--- src/rtl/dmem_arbiter.sv ---
// ============================================================================
// Module   : dmem_arbiter
// Brief    : Two-port arbiter and access sequencer for the FIR 2560x16 data
//            memory; round-robin arbitration enabled by DMEM_ARB_ROUND_ROBIN_EN.
// Revision : 1.0
// ============================================================================
`default_nettype none

module dmem_arbiter #(
  parameter int AW    = 12,
  parameter int DW    = 16,
  parameter int DEPTH = 2560
) (
  input  logic          clk,
  input  logic          rst_n,
  input  logic          req0_valid_i,
  output logic          req0_ready_o,
  input  logic          req0_we_i,
  input  logic [AW-1:0] req0_addr_i,
  input  logic [DW-1:0] req0_wdata_i,
  output logic [DW-1:0] req0_rdata_o,
  output logic          req0_rvalid_o,
  output logic          req0_err_o,
  input  logic          req1_valid_i,
  output logic          req1_ready_o,
  input  logic          req1_we_i,
  input  logic [AW-1:0] req1_addr_i,
  input  logic [DW-1:0] req1_wdata_i,
  output logic [DW-1:0] req1_rdata_o,
  output logic          req1_rvalid_o,
  output logic          req1_err_o,
  output logic          mem_cen_o,
  output logic          mem_wen_o,
  output logic [AW-1:0] mem_a_o,
  output logic [DW-1:0] mem_d_o,
  input  logic [DW-1:0] mem_q_i
);

  localparam logic [AW:0] c_depth = (AW+1)'(DEPTH);

  typedef enum logic [1:0] {
    ST_IDLE    = 2'd0,
    ST_ISSUE   = 2'd1,
    ST_CAPTURE = 2'd2
  } state_t;

  state_t        state_q, state_d;
  logic          mem_cen_q, mem_cen_d;
  logic          mem_wen_q, mem_wen_d;
  logic [AW-1:0] mem_a_q, mem_a_d;
  logic [DW-1:0] mem_d_q, mem_d_d;
  logic          owner_q, owner_d;
  logic          op_we_q, op_we_d;
  logic [DW-1:0] rdata0_q, rdata0_d;
  logic [DW-1:0] rdata1_q, rdata1_d;
  logic          rvalid0_q, rvalid0_d;
  logic          rvalid1_q, rvalid1_d;
  logic          err0_q, err0_d;
  logic          err1_q, err1_d;

  logic          w_grant;
  logic          w_sel_valid;
  logic          w_sel_we;
  logic [AW-1:0] w_sel_addr;
  logic [DW-1:0] w_sel_wdata;
  logic          w_in_range;
  logic          w_accept;

`ifdef DMEM_ARB_ROUND_ROBIN_EN
  logic last_q, last_d;

  // On contention the port that was not served last wins; pointer resets to 1.
  assign w_grant = req1_valid_i & (~req0_valid_i | ~last_q);
  assign last_d  = w_accept ? w_grant : last_q;

  always_ff @(posedge clk or negedge rst_n) begin
    if (!rst_n) last_q <= 1'b1;
    else        last_q <= last_d;
  end
`else
  assign w_grant = req1_valid_i & ~req0_valid_i;
`endif

  assign w_sel_valid = w_grant ? req1_valid_i : req0_valid_i;
  assign w_sel_we    = w_grant ? req1_we_i    : req0_we_i;
  assign w_sel_addr  = w_grant ? req1_addr_i  : req0_addr_i;
  assign w_sel_wdata = w_grant ? req1_wdata_i : req0_wdata_i;
  assign w_in_range  = {1'b0, w_sel_addr} < c_depth;
  assign w_accept    = (state_q == ST_IDLE) && w_sel_valid;

  always_comb begin
    state_d   = state_q;
    mem_cen_d = mem_cen_q;
    mem_wen_d = mem_wen_q;
    mem_a_d   = mem_a_q;
    mem_d_d   = mem_d_q;
    owner_d   = owner_q;
    op_we_d   = op_we_q;
    rdata0_d  = rdata0_q;
    rdata1_d  = rdata1_q;
    rvalid0_d = 1'b0;
    rvalid1_d = 1'b0;
    err0_d    = 1'b0;
    err1_d    = 1'b0;
    case (state_q)
      ST_IDLE: begin
        if (w_accept) begin
          if (w_in_range) begin
            mem_a_d   = w_sel_addr;
            mem_d_d   = w_sel_wdata;
            mem_wen_d = ~w_sel_we;
            mem_cen_d = 1'b0;
            owner_d   = w_grant;
            op_we_d   = w_sel_we;
            state_d   = ST_ISSUE;
          end else if (w_grant) begin
            err1_d = 1'b1;
          end else begin
            err0_d = 1'b1;
          end
        end
      end
      ST_ISSUE: begin
        mem_cen_d = 1'b1;
        mem_wen_d = 1'b1;
        state_d   = op_we_q ? ST_IDLE : ST_CAPTURE;
      end
      ST_CAPTURE: begin
        // mem_a stays put: the bank output mux is still selecting on it.
        if (owner_q) begin
          rdata1_d  = mem_q_i;
          rvalid1_d = 1'b1;
        end else begin
          rdata0_d  = mem_q_i;
          rvalid0_d = 1'b1;
        end
        state_d = ST_IDLE;
      end
      default: begin
        mem_cen_d = 1'b1;
        mem_wen_d = 1'b1;
        state_d   = ST_IDLE;
      end
    endcase
  end

  always_ff @(posedge clk or negedge rst_n) begin
    if (!rst_n) begin
      state_q   <= ST_IDLE;
      mem_cen_q <= 1'b1;
      mem_wen_q <= 1'b1;
      mem_a_q   <= '0;
      mem_d_q   <= '0;
      owner_q   <= 1'b0;
      op_we_q   <= 1'b0;
      rdata0_q  <= '0;
      rdata1_q  <= '0;
      rvalid0_q <= 1'b0;
      rvalid1_q <= 1'b0;
      err0_q    <= 1'b0;
      err1_q    <= 1'b0;
    end else begin
      state_q   <= state_d;
      mem_cen_q <= mem_cen_d;
      mem_wen_q <= mem_wen_d;
      mem_a_q   <= mem_a_d;
      mem_d_q   <= mem_d_d;
      owner_q   <= owner_d;
      op_we_q   <= op_we_d;
      rdata0_q  <= rdata0_d;
      rdata1_q  <= rdata1_d;
      rvalid0_q <= rvalid0_d;
      rvalid1_q <= rvalid1_d;
      err0_q    <= err0_d;
      err1_q    <= err1_d;
    end
  end

  assign req0_ready_o  = (state_q == ST_IDLE) && !w_grant;
  assign req1_ready_o  = (state_q == ST_IDLE) &&  w_grant;
  assign req0_rdata_o  = rdata0_q;
  assign req1_rdata_o  = rdata1_q;
  assign req0_rvalid_o = rvalid0_q;
  assign req1_rvalid_o = rvalid1_q;
  assign req0_err_o    = err0_q;
  assign req1_err_o    = err1_q;
  assign mem_cen_o     = mem_cen_q;
  assign mem_wen_o     = mem_wen_q;
  assign mem_a_o       = mem_a_q;
  assign mem_d_o       = mem_d_q;

endmodule

`default_nettype wire

--- config.mk ---
export PLATFORM = sky130hd
export DESIGN_NAME = dmem_arbiter
export DESIGN_NICKNAME = d
export VERILOG_FILES = /design/src/rtl/dmem_arbiter.sv
export SDC_FILE = /design/constraint.sdc
export NUM_CORES = 1
export LEC_CHECK = 0
export ABC_AREA = 0
export CAP_MARGIN = 20
export CORE_UTILIZATION = 41
export CTS_CLUSTER_DIAMETER = 120
export DETAILED_ROUTE_END_ITERATION = 10
export PLACE_DENSITY = 0.9
export REMOVE_ABC_BUFFERS = 1
export SLEW_MARGIN = 20
export SYNTH_ARGS = -nofsm -noshare
export SYNTH_HDL_FRONTEND = slang
export SYNTH_SLANG_ARGS = --single-unit
--- constraint.sdc ---
create_clock -name clk -period 2.2 [get_ports clk]
set_input_delay 0.33 -clock clk [delete_from_list [all_inputs] [get_ports clk]]
set_output_delay 0.33 -clock clk [all_outputs]
set_load 0.1 [all_outputs]
==> reports/metrics.cfg, run 1 <==
[route]
ant_nets=0
first_pass_iters=4
wl_met1_um=3270
dr_wl_met2_um=4300
drt_iter0_drc=83
vias=2569
drc=0
drt_wl_total_um=8060
vias_per_cell=4.71
wire_per_inst_um=14.8
wl_met3_um=300
highest_layer=met4

[clock_network]
cts_buffer_depth=2
cts_tree=done
clk_pin_slew_ns=0.07
numCtsBuffers=9
cts_setup_buffers=0
clock-root-buffer=clkbuf_8
clk_latency_ns=0.34
cts_htree_levels=3
clkSinkCount=70

[critical_path]
cp_max_fo=31
crit_path_start_kind=input port
cp.arrival_ns=1.72
end_kind=output port
critPathLaunch=req0_valid_i
cp.required_ns=1.87
r2r_cells=3
crit-reg2reg-launch=state_q[0]
r2r_setup_slack_ns=0.53
critPathKind=input port to output port

[sta]
fin_crit_sh_pct=93.1
fin_ws_ns=0.152
timing_hold_violations_final=0
drv_slew=0
period_needed_ns=2.05
max_freq_mhz=488
setup-violations-final=0
tightest_slew_ns=0.509
fin_hold_ws_ns=0.431
finalClockSkew_ns=0.00517
rsz0062_at_grt=no
relSlewSlack_pct=65.8

[synthesis]
ys_seq_area_share_pct=56.0
ys_warn_count=0
dominantRegCellSynth=dfrtp_1
synthDistinctLibCells=30
yosys-top-cells-count=nand2_1 (131), dfrtp_1 (68), mux2_4 (20)
synth_most_common_cell=nand2_1
synth.avg_cell_area_um2=10.9
synth.top_cell.area_share_pct=54.4
netlist_area_um2=3130
synth_area_leaders=dfrtp_1 (54%), nand2_1 (16%), mux2_4 (9.6%), mux2_2 (6.5%), mux2_1 (2.5%)
postSynthCellCount=287
async_flop_share_pct=100
synth_edf_count=0
synth_top_area_cell=dfrtp_1
ys_ff_latch=70

[floorplanning]
initial_core_util_pct=42.7
dieArea_um2=7990
rows=31
core_area_um2=7330
die_x_um=89.4
die_h_um=89.4
ioPinCount=146

[worst_hold_path]
holdCritPathClass=flip-flop to flip-flop
min_from=op_we_q
whs_path_depth=1

[placed_design]
routabilityCongestion=0.782
place_inst=528
dp_hpwl_um=5980
port_buffers=145
dp_slack_ns=-0.143

[global_route]
antenna_found_initial=0
grt_max_degree=36
gr-usage-all-layers_pct=20.5
grt_overflow=0
grt_pass1_vias=2524
grt_first_pass_wirelength_um=12200

[cells_and_area]
layout.nets=519
fin_cells=545
area_growth_syn_to_layout_pct=54.4
drive_gt1_share_pct=31.6
num_antenna_cells=0

[outcome]
status=finished clean

[run]
maxCapViolations=0

## logic make-up (layout without fill, tap and decap cells)
logic type	count (synthesis)	in the layout	synth area share, %
simple gates	148	148	20.3
flops	70	70	56.0
mux	47	47	19.2
buf+inv	17	176	2.96
compound gates	5	5	1.44
## timing repair
item	in CTS	in global routing
endpoints found under the hold margin	12	0
endpoints found under the setup margin	0	1
resized for setup	0	1
hold buffers	1	0
## worst max-delay path, cell delays in order
cell and delay, ns:
clkdlybuf4s50_1 0.56, nand2b_4 0.18, buf_6 0.24, nor3_1 0.07
buf_4 0.17, buf_12 0.16
## state kept, by name (all words and copies together) (netlist names), 2 cells and up
name,count
mem_a_o,12
state_q,2
req1_rdata_o,16
req0_rdata_o,16
mem_d_o,16
## final timing paths
kind	endpoint
min	state_q[1]
min in group asynchronous	req0_rdata_o[13]
max in group asynchronous	mem_a_o[7]
min reg2reg	state_q[1]
max reg2reg	mem_a_o[4]
max	req1_ready_o
## per-layer routing
metal,track usage (%),vias to the layer above
li1,-,1238
met1,24.0,1236
met2,35.7,77
met3,4.99,18
met4,9.09,0
met5,0,-
## layout make-up
type / instances / area [um^2]
clock buffers: 13 / 169
clock inverters: 3 / 65.1
repair buffers: 157 / 1420
inverters: 3 / 11.3
fillers: 539 / 2500
well taps: 99 / 124
flip-flops and latches: 70 / 1750
multi-input cells: 200 / 1290
## stage by stage
step | TNS (ns) | instance area, um^2 | utilization [%]
after floorplan | -15.45 | 3050 | -
final | 0 | 4830 | 65.9
after detailed placement | -2.94 | 4580 | 62.5
after CTS | 0 | 4830 | 65.9
after global routing | 0 | 4830 | 65.9
after global placement | -0.755 | 4580 | 62.5
## cell usage in the layout, fill, tap and decap left out, types with 2 or more instances in the layout
master | synthesis | layout
inv_1 | 2 | 2
nand2_1 | 131 | 131
dfrtp_1 | 68 | 68
nor3_1 | 2 | 2
nor2_1 | 4 | 4
buf_4 | 0 | 74
buf_12 | 0 | 4
mux2_2 | 18 | 18
mux2_1 | 7 | 7
dfstp_2 | 2 | 2
mux2i_1 | 2 | 2
mux2_4 | 20 | 20
clkbuf_8 | 0 | 12
bufinv_16 | 0 | 2
clkdlybuf4s50_1 | 0 | 76
Power of run 1 is left out: the tool's default activity adds up to more than one toggle a clock period on the data nets, which glitch-free logic cannot reach.
==> inputs of run 2 (changes only) <==
- PLACE_DENSITY: 0.9 -> 0.8
==> run 2 against run 1 <==
Critical path depth did not move. Hold slack lost 0.0016 ns. Setup slack lost 0.071 ns. Via count fell by 0.54%. Core utilization down 0.36 points. Non-clock buffer count is the same. Critical path type unchanged.
==> reports/metrics.cfg, run 2 (synthesis results as in run 1) <==
[outcome]
status=finished clean

[clock_network]
numCtsBuffers=9
clk_latency_ns=0.33
clkSinkCount=70
cts_setup_buffers=0
clock-root-buffer=clkbuf_8
cts_tree=done
cts_buffer_depth=2
cts_htree_levels=3
clk_pin_slew_ns=0.07

[sta]
max_freq_mhz=472
relSlewSlack_pct=63.4
fin_setup_tns_ns=0
timing_hold_violations_final=0
setup-violations-final=0
fin_crit_sh_pct=96.3
period_needed_ns=2.12
tightest_slew_ns=0.549
finalClockSkew_ns=0.00858
drv_slew=0
rsz0062_at_grt=no

[placed_design]
routabilityCongestion=0.785
dp_hpwl_um=5640
port_buffers=145
place_inst=528

[global_route]
grt_max_degree=36
antenna_found_initial=0
grt_first_pass_wirelength_um=11900
gr-usage-all-layers_pct=19.8
grt_overflow=0
grt_pass1_vias=2588

[route]
ant_nets=0
drt_iter0_drc=59
drc=0
drt_wl_total_um=7650
vias_per_cell=4.69
first_pass_iters=4
vias=2555
wire_per_inst_um=14.0

[cells_and_area]
fin_cells=545
layout_common_cells=nand2_1 (131), clkdlybuf4s50_1 (76), buf_4 (75), dfrtp_1 (68), mux2_4 (20)
area_growth_syn_to_layout_pct=53.5
final_common_cell=nand2_1
multiInputGateArea_um2=1290
regArea_um2=1750
drive_gt1_share_pct=31.6
num_antenna_cells=0
fin_util_pct=65.6
layout.nets=519
fill_cells=588

[critical_path]
cp.required_ns=1.87
cp_max_fo=31
critPathKind=input port to output port
crit_path_start_kind=input port
cp.arrival_ns=1.79
end_kind=output port

[run]
maxCapViolations=0

[floorplanning]
die_h_um=89.4
dieArea_um2=7990
rows=31
core_area_um2=7330
initial_core_util_pct=42.7
ioPinCount=146
die_x_um=89.4

[worst_hold_path]
holdCritPathClass=flip-flop to flip-flop

-- run 2: critical path, cell delays in order --
cell             delay (ns)
clkdlybuf4s50_1        0.57
nand2b_4               0.17
buf_4                  0.31
nor3_1                 0.08
buf_4                  0.16
buf_12                 0.16
-- run 2: routing by layer --
metal	track usage (%)	part of all wire, %	vias up
met5	0	0	-
met4	7.79	2.0	0
met3	4.80	4.6	14
met2	35.2	52	83
met1	23.0	42	1223
li1	-	-	1235
-- run 2: timing repair --
action | in CTS | in global routing
setup endpoints to repair | 0 | 0
endpoints found under the hold margin | 20 | 0
gates resized for setup | 0 | 0
hold buffers | 1 | 0
-- run 2: final timing paths --
| path | start | end | slack (ns) | cells past startpoint |
|---|---|---|---|---|
| max | req0_valid_i | req1_ready_o | 0.08 | 6 |
| min | op_we_q | state_q[1] | 0.43 | 1 |
| max reg2reg | state_q[0] | mem_d_o[0] | 0.50 | 3 |
| min reg2reg | op_we_q | state_q[1] | 0.43 | 1 |
| max in group asynchronous | rst_n | mem_cen_o | 1.05 | 3 |
| min in group asynchronous | rst_n | req0_rdata_o[15] | 0.51 | 2 |
-- run 2: layout make-up --
type	count	share of cell area, %
inverter	3	0.234
multi-input combinational	200	26.8
tap	99	2.58
clock inverter	3	0.885
timing repair buffer	157	29.5
clock buffer	13	3.51
sequential	70	36.5
-- run 2: through the flow --
step,area (um^2),hold WS [ns],worst slack [ns]
after floorplan,3050,0.0344,-0.919
after global placement,4580,0.337,-0.0515
after detailed placement,4580,0.345,-0.134
after CTS,4810,0.428,0.0592
after global routing,4810,0.460,0.0230
final,4810,0.430,0.0812
Power of run 2 is left out for the same reason.
==> inputs of run 3 (changes only) <==
- CORE_MARGIN: default -> 5
- SLEW_MARGIN: 20 -> default
==> run 3 against run 2 <==
Clock-buffer cell count shrank 3. Sequential share of layout area shrank 0.52 points. Flip-flop and latch count is the same. Fmax grew 4.7%. Critical path depth is the same. Core utilization grew 0.96 points. Non-clock buffer count grew 4. Die area grew 19%.
==> reports/metrics.cfg, run 3 (synthesis results as in run 1) <==
[outcome]
status=finished clean

[clock_network]
cts_buffer_depth=2
clk_latency_ns=0.34
cts_setup_buffers=0
cts_tree=done
cts_htree_levels=3
clk_pin_slew_ns=0.07
clkSinkCount=70
clock-root-buffer=clkbuf_8
numCtsBuffers=9

[route]
drt_iter0_drc=70
first_pass_iters=4
ant_nets=0
drt_wl_total_um=8630
wire_per_inst_um=15.7
vias_per_cell=4.77
drc=0
vias=2616

[placed_design]
routabilityCongestion=0.815
dp_hpwl_um=6530
port_buffers=145

[sta]
drv_slew=0
period_needed_ns=2.02
fin_crit_sh_pct=92.0
fin_hold_ws_ns=0.432
setup-violations-final=0
timing_hold_violations_final=0
max_freq_mhz=494
finalClockSkew_ns=0.00468
rsz0062_at_grt=no
relSlewSlack_pct=58.3
tightest_slew_ns=0.626

[cells_and_area]
layout_common_cells=nand2_1 (131), buf_4 (79), clkdlybuf4s50_1 (76), dfrtp_1 (68), mux2_4 (20)
layout.nets=523
drive_gt1_share_pct=32.7
fill_cells=585
final_common_cell=nand2_1
area_growth_syn_to_layout_pct=55.8
num_antenna_cells=0

[global_route]
grt_overflow=0
grt_max_degree=33
grt_first_pass_wirelength_um=13800
grt_pass1_vias=2719
gr-usage-all-layers_pct=18.4
antenna_found_initial=0

[floorplanning]
initial_core_util_pct=42.7
die_h_um=97.4
rows=31
ioPinCount=146
core_area_um2=7330
dieArea_um2=9480
die_x_um=97.4

[critical_path]
cpMaxStageDelayCell=clkdlybuf4s50_1
crit-reg2reg-launch=state_q[0]
cp_max_fo=12
crit_path_start_kind=input port
critPathKind=input port to output port
cp.arrival_ns=1.69
critPathMaxStageDelay_ns=0.49
cp.required_ns=1.87
crit_chain=clkdlybuf4s50_1 > nand2b_4 > buf_4 > nor3_2 > buf_4 > buf_12
r2r_setup_slack_ns=0.49
r2r_cells=3
cpMostUsedCell=buf_4
worstReg2RegEnd=mem_a_o[1]
end_kind=output port

[worst_hold_path]
whs_path_depth=1
min_from=op_we_q
holdCritPathClass=flip-flop to flip-flop
hold-path-endpoint=state_q[1]

[run]
maxCapViolations=0

[run 3: cell count changes in the layout (fill, tap and decap cells not counted), sizes merged]
cell	before	now
clkbuf	13	10
clkinvlp	1	0
clkinv	2	4
buf	80	84
bufinv	1	3
[run 3: per-layer routing]
| layer | up-vias | routed length (um) | global-route usage [%] |
|---|---|---|---|
| li1 | 1252 | - | - |
| met1 | 1268 | 3330 | 20.5 |
| met2 | 83 | 4730 | 33.1 |
| met3 | 13 | 359 | 4.67 |
| met4 | 0 | 212 | 7.67 |
| met5 | - | 0 | 0 |
[run 3: worst max-delay path, delay by kind of cell]
family / cells / cell delay (ns)
simple gates: 2 / 0.36
buf+inv: 4 / 0.99
[run 3: final cells by class]
cell class	instances	area, um^2	share of cell area [%]
clock buffers	10	138	2.82
clock inverters	6	109	2.23
inverters	3	11.3	0.231
multi-input cells	200	1290	26.5
flip-flops and latches	70	1750	36.0
well taps	99	124	2.54
repair buffers	161	1450	29.7
[run 3: what timing repair did]
action | 4_1_cts | 5_1_grt
setup endpoints to repair | 0 | 1
hold buffers | 1 | 0
hold endpoints to repair | 19 | 0
resized for setup | 0 | 1
[run 3: how the worst max path moves through the flow]
stage               slack [ns]    startpoint      endpoint
floorplan                -0.92  req1_valid_i  req0_ready_o
global placement         -0.06  req0_valid_i    mem_d_o[6]
detailed placement       -0.11  req0_valid_i   mem_d_o[12]
CTS                       0.04  req0_valid_i  req1_ready_o
global route              0.08  req1_valid_i  req1_ready_o
finish                    0.18  req0_valid_i  req1_ready_o
[run 3: per-stage QoR]
step | area [um^2] | TNS (ns) | utilization [%] | worst slack, ns | std cells
global placement | 4610 | -0.519 | 62.9 | -0.0572 | 532
floorplan | 3050 | -15.45 | - | -0.919 | 273
global route | 4880 | 0 | 66.5 | 0.0791 | 549
finish | 4880 | 0 | 66.5 | 0.176 | 549
detailed placement | 4610 | -1.74 | 62.9 | -0.112 | 532
CTS | 4870 | 0 | 66.4 | 0.0446 | 549
Power of run 3 is left out for the same reason.
